**src/rtl/rca_pipe.sv**
```systemverilog
// Pipelined ripple-carry adder/subtractor: one SW-bit slice is rippled per stage, carry registered between stages.
// Optional signed-overflow output is built only when RCA_PIPE_OVF_EN is defined; otherwise ovf is tied to 0.
module rca_pipe #(
    parameter int WIDTH  = 16,
    parameter int STAGES = 4
) (
    input  logic             clk,
    input  logic             rst_n,
    input  logic             in_valid,
    output logic             in_ready,
    input  logic [WIDTH-1:0] a,
    input  logic [WIDTH-1:0] b,
    input  logic             cin,
    input  logic             mode,
    output logic             out_valid,
    input  logic             out_ready,
    output logic [WIDTH-1:0] sum,
    output logic             cout,
    output logic             ovf
);

    localparam int SW   = WIDTH / STAGES;
    localparam int LAST = STAGES - 1;

    // Bit-serial ripple over one slice; returns {carry_out, slice_sum}.
    function automatic logic [SW:0] ripple(input logic [SW-1:0] x, input logic [SW-1:0] y,
                                           input logic c);
        logic [SW:0] r;
        logic        cy;
        cy = c;
        for (int i = 0; i < SW; i++) begin
            r[i] = x[i] ^ y[i] ^ cy;
            cy   = (x[i] & y[i]) | (cy & (x[i] ^ y[i]));
        end
        r[SW] = cy;
        return r;
    endfunction

    // Working word: finished slices enter at the top while the unsummed A bits drain out of the bottom,
    // so after STAGES rotations the word is exactly the result in natural bit order.
    function automatic logic [WIDTH-1:0] rotate(input logic [SW-1:0] s, input logic [WIDTH-1:0] w);
        logic [WIDTH+SW-1:0] t;
        t = {s, w} >> SW;
        return t[WIDTH-1:0];
    endfunction

    logic [WIDTH-1:0] ws_p  [STAGES];
    logic [WIDTH-1:0] b_p   [STAGES];
    logic             c_p   [STAGES];
    logic             vld_p [STAGES];
    logic [SW:0]      add_p [STAGES];
    logic             en;

    assign en       = ~out_valid | out_ready;
    assign in_ready = en;

    always_comb begin
        for (int k = 0; k < STAGES; k++) begin
            add_p[k] = ripple(ws_p[k][SW-1:0], b_p[k][SW-1:0], c_p[k]);
        end
    end

    always_ff @(posedge clk or negedge rst_n) begin
        if (!rst_n) begin
            for (int k = 0; k < STAGES; k++) begin
                ws_p[k]  <= '0;
                b_p[k]   <= '0;
                c_p[k]   <= 1'b0;
                vld_p[k] <= 1'b0;
            end
            out_valid <= 1'b0;
            sum       <= '0;
            cout      <= 1'b0;
        end else if (en) begin
            // Stage 0 boundary: capture operands with B and carry already inverted for SUB
            vld_p[0] <= in_valid;
            ws_p[0]  <= a;
            b_p[0]   <= mode ? ~b : b;
            c_p[0]   <= cin ^ mode;
            // Stage k -> k+1 boundary: slice k done, its carry feeds slice k+1
            for (int k = 0; k < STAGES - 1; k++) begin
                vld_p[k+1] <= vld_p[k];
                ws_p[k+1]  <= rotate(add_p[k][SW-1:0], ws_p[k]);
                b_p[k+1]   <= b_p[k] >> SW;
                c_p[k+1]   <= add_p[k][SW];
            end
            // Output boundary: bubbles drop out_valid but leave the last result on sum/cout
            out_valid <= vld_p[LAST];
            if (vld_p[LAST]) begin
                sum  <= rotate(add_p[LAST][SW-1:0], ws_p[LAST]);
                cout <= add_p[LAST][SW];
            end
        end
    end

`ifdef RCA_PIPE_OVF_EN
    // Carry into the MSB of the top slice, taken on the effective operands.
    function automatic logic msb_carry(input logic [SW-1:0] x, input logic [SW-1:0] y,
                                       input logic c);
        logic cy;
        cy = c;
        for (int i = 0; i < SW - 1; i++) begin
            cy = (x[i] & y[i]) | (cy & (x[i] ^ y[i]));
        end
        return cy;
    endfunction

    always_ff @(posedge clk or negedge rst_n) begin
        if (!rst_n) begin
            ovf <= 1'b0;
        end else if (en && vld_p[LAST]) begin
            ovf <= msb_carry(ws_p[LAST][SW-1:0], b_p[LAST][SW-1:0], c_p[LAST]) ^ add_p[LAST][SW];
        end
    end
`else
    assign ovf = 1'b0;
`endif

endmodule

```
**config.mk**
```make
export PLATFORM = sky130hd
export DESIGN_NAME = rca_pipe
export DESIGN_NICKNAME = d
export VERILOG_FILES = /design/src/rtl/rca_pipe.sv
export SDC_FILE = /design/constraint.sdc
export NUM_CORES = 1
export LEC_CHECK = 0
export BUFFER_PORTS_ARGS = -buffer_cell sky130_fd_sc_hd__buf_2
export CORE_MARGIN = 2
export CORE_UTILIZATION = 59
export DETAILED_ROUTE_END_ITERATION = 8
export GPL_TIMING_DRIVEN = 0
export PLACE_DENSITY = 0.77
export SYNTH_ARGS = -nofsm -noshare
export SYNTH_HDL_FRONTEND = slang
export SYNTH_SLANG_ARGS = --single-unit
```
**constraint.sdc**
```tcl
create_clock -name clk -period 2.7 [get_ports clk]
set_input_delay 0 -clock clk [delete_from_list [all_inputs] [get_ports clk]]
set_output_delay 0 -clock clk [all_outputs]
set_load 0.005 [all_outputs]
```
**Word level (Yosys, flattened, before mapping)**

Cells that the tools add are included.

- Reduce and logical (&&, ||, !) cells: 1
- Equal/unequal tests: 0
- Shift operators: 0
- $add $sub $neg: 0
- Divide/modulo/power cells: 0
- $lt $le $gt $ge: 0
- Multiplexer cells: 1
- Multiply operators: 0
- Bitwise operators: 84

Operators by type and width:

| kind | count |
|---|---|
| XOR 1 bit | 33 |
| AND 1 bit | 32 |
| bitwise OR 1 bit | 17 |
| 2-to-1 mux 16 bit | 1 |
| NOT 16 bit | 1 |
| AND reduction 2 bit | 1 |
| NOT 1 bit | 1 |

- Logic and storage cells: 105
- Latch bits: 0
- Bits in read-only memories: 0
- Memories: 0
- RAM bits: 0
- Bits of input ports: 38
- Register bits: 130

**Depth between registers and ports, before layout**

- Depth after elaboration: 9
- Depth in mapped cells: 8
- Mapped depth without buffers: 8

**Worst setup path before layout**

Ideal clock, no wire load.

- Path kind: flip-flop to flip-flop
- From: register ws_p[48] (netlist name)
- To: register ws_p[47] (netlist name)
- Stages on the path, launching flop included: 9
- Buffers on the path: 0
- Data arrival time: 1937 ps
- Data required time: 2627 ps
- Path slack: 690 ps
- Period minus slack after synthesis: 2010 ps
- Cells stage by stage: dfrtp_1 -> inv_1 -> fa_1 -> inv_1 -> fa_1 -> fa_1 -> inv_1 -> fa_1 -> a21oi_2

- Cells in the longest elaborated chain, start to end: 8
- Elaborated cells on any way between the ends: 9
- Those cells by class: bitwise: 9

Ends and longest elaborated chain:

| element | line | text |
|---|---|---|
| start, declared | 47 | `logic [WIDTH-1:0] ws_p [STAGES];` |
| start signal, assigned by index | 83 | `ws_p[k+1] <= rotate(add_p[k][SW-1:0], ws_p[k]);` |
| XOR 1 bit | 33 | `cy = (x[i] & y[i]) \| (cy & (x[i] ^ y[i]));` |
| AND 1 bit | 33 |  |
| bitwise OR 1 bit * | 33 |  |
| AND 1 bit * | 33 |  |
| bitwise OR 1 bit * | 33 |  |
| AND 1 bit * | 33 |  |
| bitwise OR 1 bit * | 33 |  |
| XOR 1 bit * | 32 | `r[i] = x[i] ^ y[i] ^ cy;` |

Mark *: on every way between the ends. The rest lies on a longest branch, timed or not.
A chain may end at the register's enable or synchronous reset.

**Final worst setup path**

Ends and elaborated chain as after synthesis.

==> summary.txt <==
Run status
  – Status: finished, final reports clean

Floorplanning
  – # IOs: 58
  – DIE AREA: 10700 um2
  – Core Footprint: 9680 um2
  – Chip height: 103 um
  – Starting Density: 60.0%
  – Die Wd: 103 um
  – Rows: 36

GRT
  – Global-route wire length before repair: 17800 um
  – Initial antenna violation count: 0
  – Vias in the first global route: 3466
  – Largest net degree at the start of global routing: 84
  – Tot GR Track Use: 23.2%
  – GRT overflow: 0

Clocking
  – Clock slew at reported path FFs: 60 ps
  – Post-CTS Setup Bufs: 0
  – CTS max path bufs: 2
  – CTS Buf Count: 17
  – Clock tree from TritonCTS: done
  – Htree depth: 4
  – Worst-Skew Late Latency: 520 ps
  – Clock sinks: 130
  – CTS root buffer: clkbuf_8

Routing
  – DR pass1 iterations: 4
  – Initial drt markers: 126
  – Post-route ant nets: 0
  – Routed vias/inst: 4.93
  – Routed length per instance: 16.7 um
  – DRC: 0
  – Vias post-DR: 3207
  – Final wirelength: 10900 um

Layout
  – Most frequent cells in the layout: dfrtp_1, mux2_4, buf_2
  – # nets final: 560
  – Share of cells above drive strength 1: 42.9%
  – Antenna fix cells: 0
  – Layout area overhead: 26.0%
  – Most common cell after layout, fill and taps aside: dfrtp_1

STA
  – Fin crit period: 2220 ps
  – Final Hold Viols: 0
  – RSZ-0062 raised after global routing: false
  – Setup tns final: 0 ps
  – Final setup fails: 0
  – Tcrit/Tclk final: 82.4%
  – Slew @ Worst Pin: 547 ps
  – Max-Slew Margin vs Limit: 63.5%
  – Final Skew: 9.42 ps
  – Fmax achieved: 0.450 GHz
  – Max Transition Viols Final: 0

Flow run
  – Max Cap Viol: 0

Synthesis
  – Unique masters post-synth: 24
  – Synthesized area: 5810 um2
  – Synth Area per Inst: 15.0 um2
  – Synth Warn #: 0
  – Yosys reg bits: 130
  – Seq/Total Area, Yosys: 56.0%
  – Syn_nets: 442
  – Cells after synthesis: 388

Pwr
  – Pwr Total: 8.86 mW
  – Power Density: 1210 nW/um2
  – Leak pwr: 3.51 nW
  – VDD IR-drop max: 0.560 mV

Critical path
  – Worst-path fanout max: 2
  – Crit start category: flop
  – Reg2Reg Setup Slack: 480 ps
  – Classification of the worst setup path: reg -> reg
  – Critical Path RT: 3150 ps
  – Crit. End Element: flop
  – WP data arrival: 2670 ps

Placed design
  – DP Wirelength: 6980 um
  – Number of port buffers: 55
  – RePlAce Congestion: 0.742

Hold path
  – Worst Hold Class: in -> async
==> critical path, stage by stage, from the launching register on <==
cell and delay, ps:
dfrtp_1 360, inv_1 90, fa_1 180, inv_1 50, fa_1 380, fa_1 370
inv_1 90, fa_1 470, a21oi_2 150
==> registers in the layout (all words and copies together) (netlist names) <==
register and flops:
out_valid 1, c_p 4, vld_p 4, sum 16, cout 1, ws_p 64
b_p 40
==> synthesized netlist by cell type <==
| library cell | number | area share, % |
|---|---|---|
| a21oi_1 | 4 | 0.34 |
| a21oi_2 | 19 | 2.9 |
| buf_2 | 1 | 0.086 |
| buf_4 | 2 | 0.26 |
| buf_6 | 14 | 2.7 |
| buf_8 | 2 | 0.52 |
| clkbuf_1 | 1 | 0.065 |
| clkbuf_4 | 1 | 0.13 |
| conb_1 | 1 | 0.065 |
| dfrtp_1 | 130 | 56 |
| fa_1 | 16 | 5.5 |
| inv_1 | 31 | 2.0 |
| mux2_2 | 14 | 2.7 |
| mux2_4 | 72 | 19 |
| mux2i_1 | 3 | 0.52 |
| nand2_1 | 17 | 1.1 |
| nand2_4 | 1 | 0.19 |
| nand2b_1 | 1 | 0.11 |
| nand2b_4 | 1 | 0.24 |
| nor2_1 | 13 | 0.84 |
| nor2_2 | 10 | 1.1 |
| o21ai_1 | 17 | 1.5 |
| xnor2_1 | 14 | 2.1 |
| xor2_1 | 3 | 0.45 |
==> per-layer routing <==
metal	track usage, %	share of wire [%]
met1	28.8	45
met2	39.1	51
met3	5.78	2.5
met4	10.0	1.6
met5	0	0
==> area by class of cell <==
type                    count  area, um2
clock inverters            11        163
clock buffers              20        425
flip-flops and latches    130       3250
well taps                 133        166
fillers                   600       2360
inverters                  31        116
plain buffers              21        219
repair buffers             99        757
multi-input cells         206       2220
==> what timing repair did <==
action,4_1_cts,5_1_grt
hold buffers,43,0
endpoints found under the hold margin,164,0
gates resized for setup,0,0
==> per-stage QoR <==
stage	utilization, %	area [um2]	instances	setup WS [ps]	hold WS (ps)
4_1_cts	75.6	7320	651	468	29.4
3_3_place_gp	64.5	6250	576	29.3	210
5_1_grt	75.6	7320	651	378	37.0
3_5_place_dp	64.9	6280	577	524	-35.9
6_report	75.6	7320	651	476	28.6
2_1_floorplan	-	5810	388	690	-296
==> path summary, 6_finish.rpt <==
| path | cells after the start | to | from |
|---|---|---|---|
| min in group clk | 4 | sum[5] | out_ready |
| worst min-delay path | 3 | sum[1] | rst_n |
| max in group asynchronous | 3 | b_p[36] | rst_n |
| worst min register to register | 2 | b_p[32] | b_p[52] |
| worst max-delay path | 8 | ws_p[47] | ws_p[48] |
| worst max register to register | 8 | ws_p[47] | ws_p[48] |
==> power by group <==
| part | internal, mW | switching [mW] | leakage (nW) |
|---|---|---|---|
| sequential | 2.85 | 0.557 | 1.50 |
| combinational | 1.85 | 1.32 | 1.73 |
| clock | 1.49 | 0.802 | 0.281 |
==> cells by family after synthesis <==
kind of cell / count (synthesis) / synth area share (%)
compound gates: 40 / 4.67
buf+inv: 52 / 5.77
xor+xnor: 17 / 2.56
mux: 89 / 21.8
fa+ha+maj: 16 / 5.51
simple gates: 43 / 3.55
other cells: 1 / 0.0646
flops: 130 / 56.0
(Power assumes the default switching activity.)
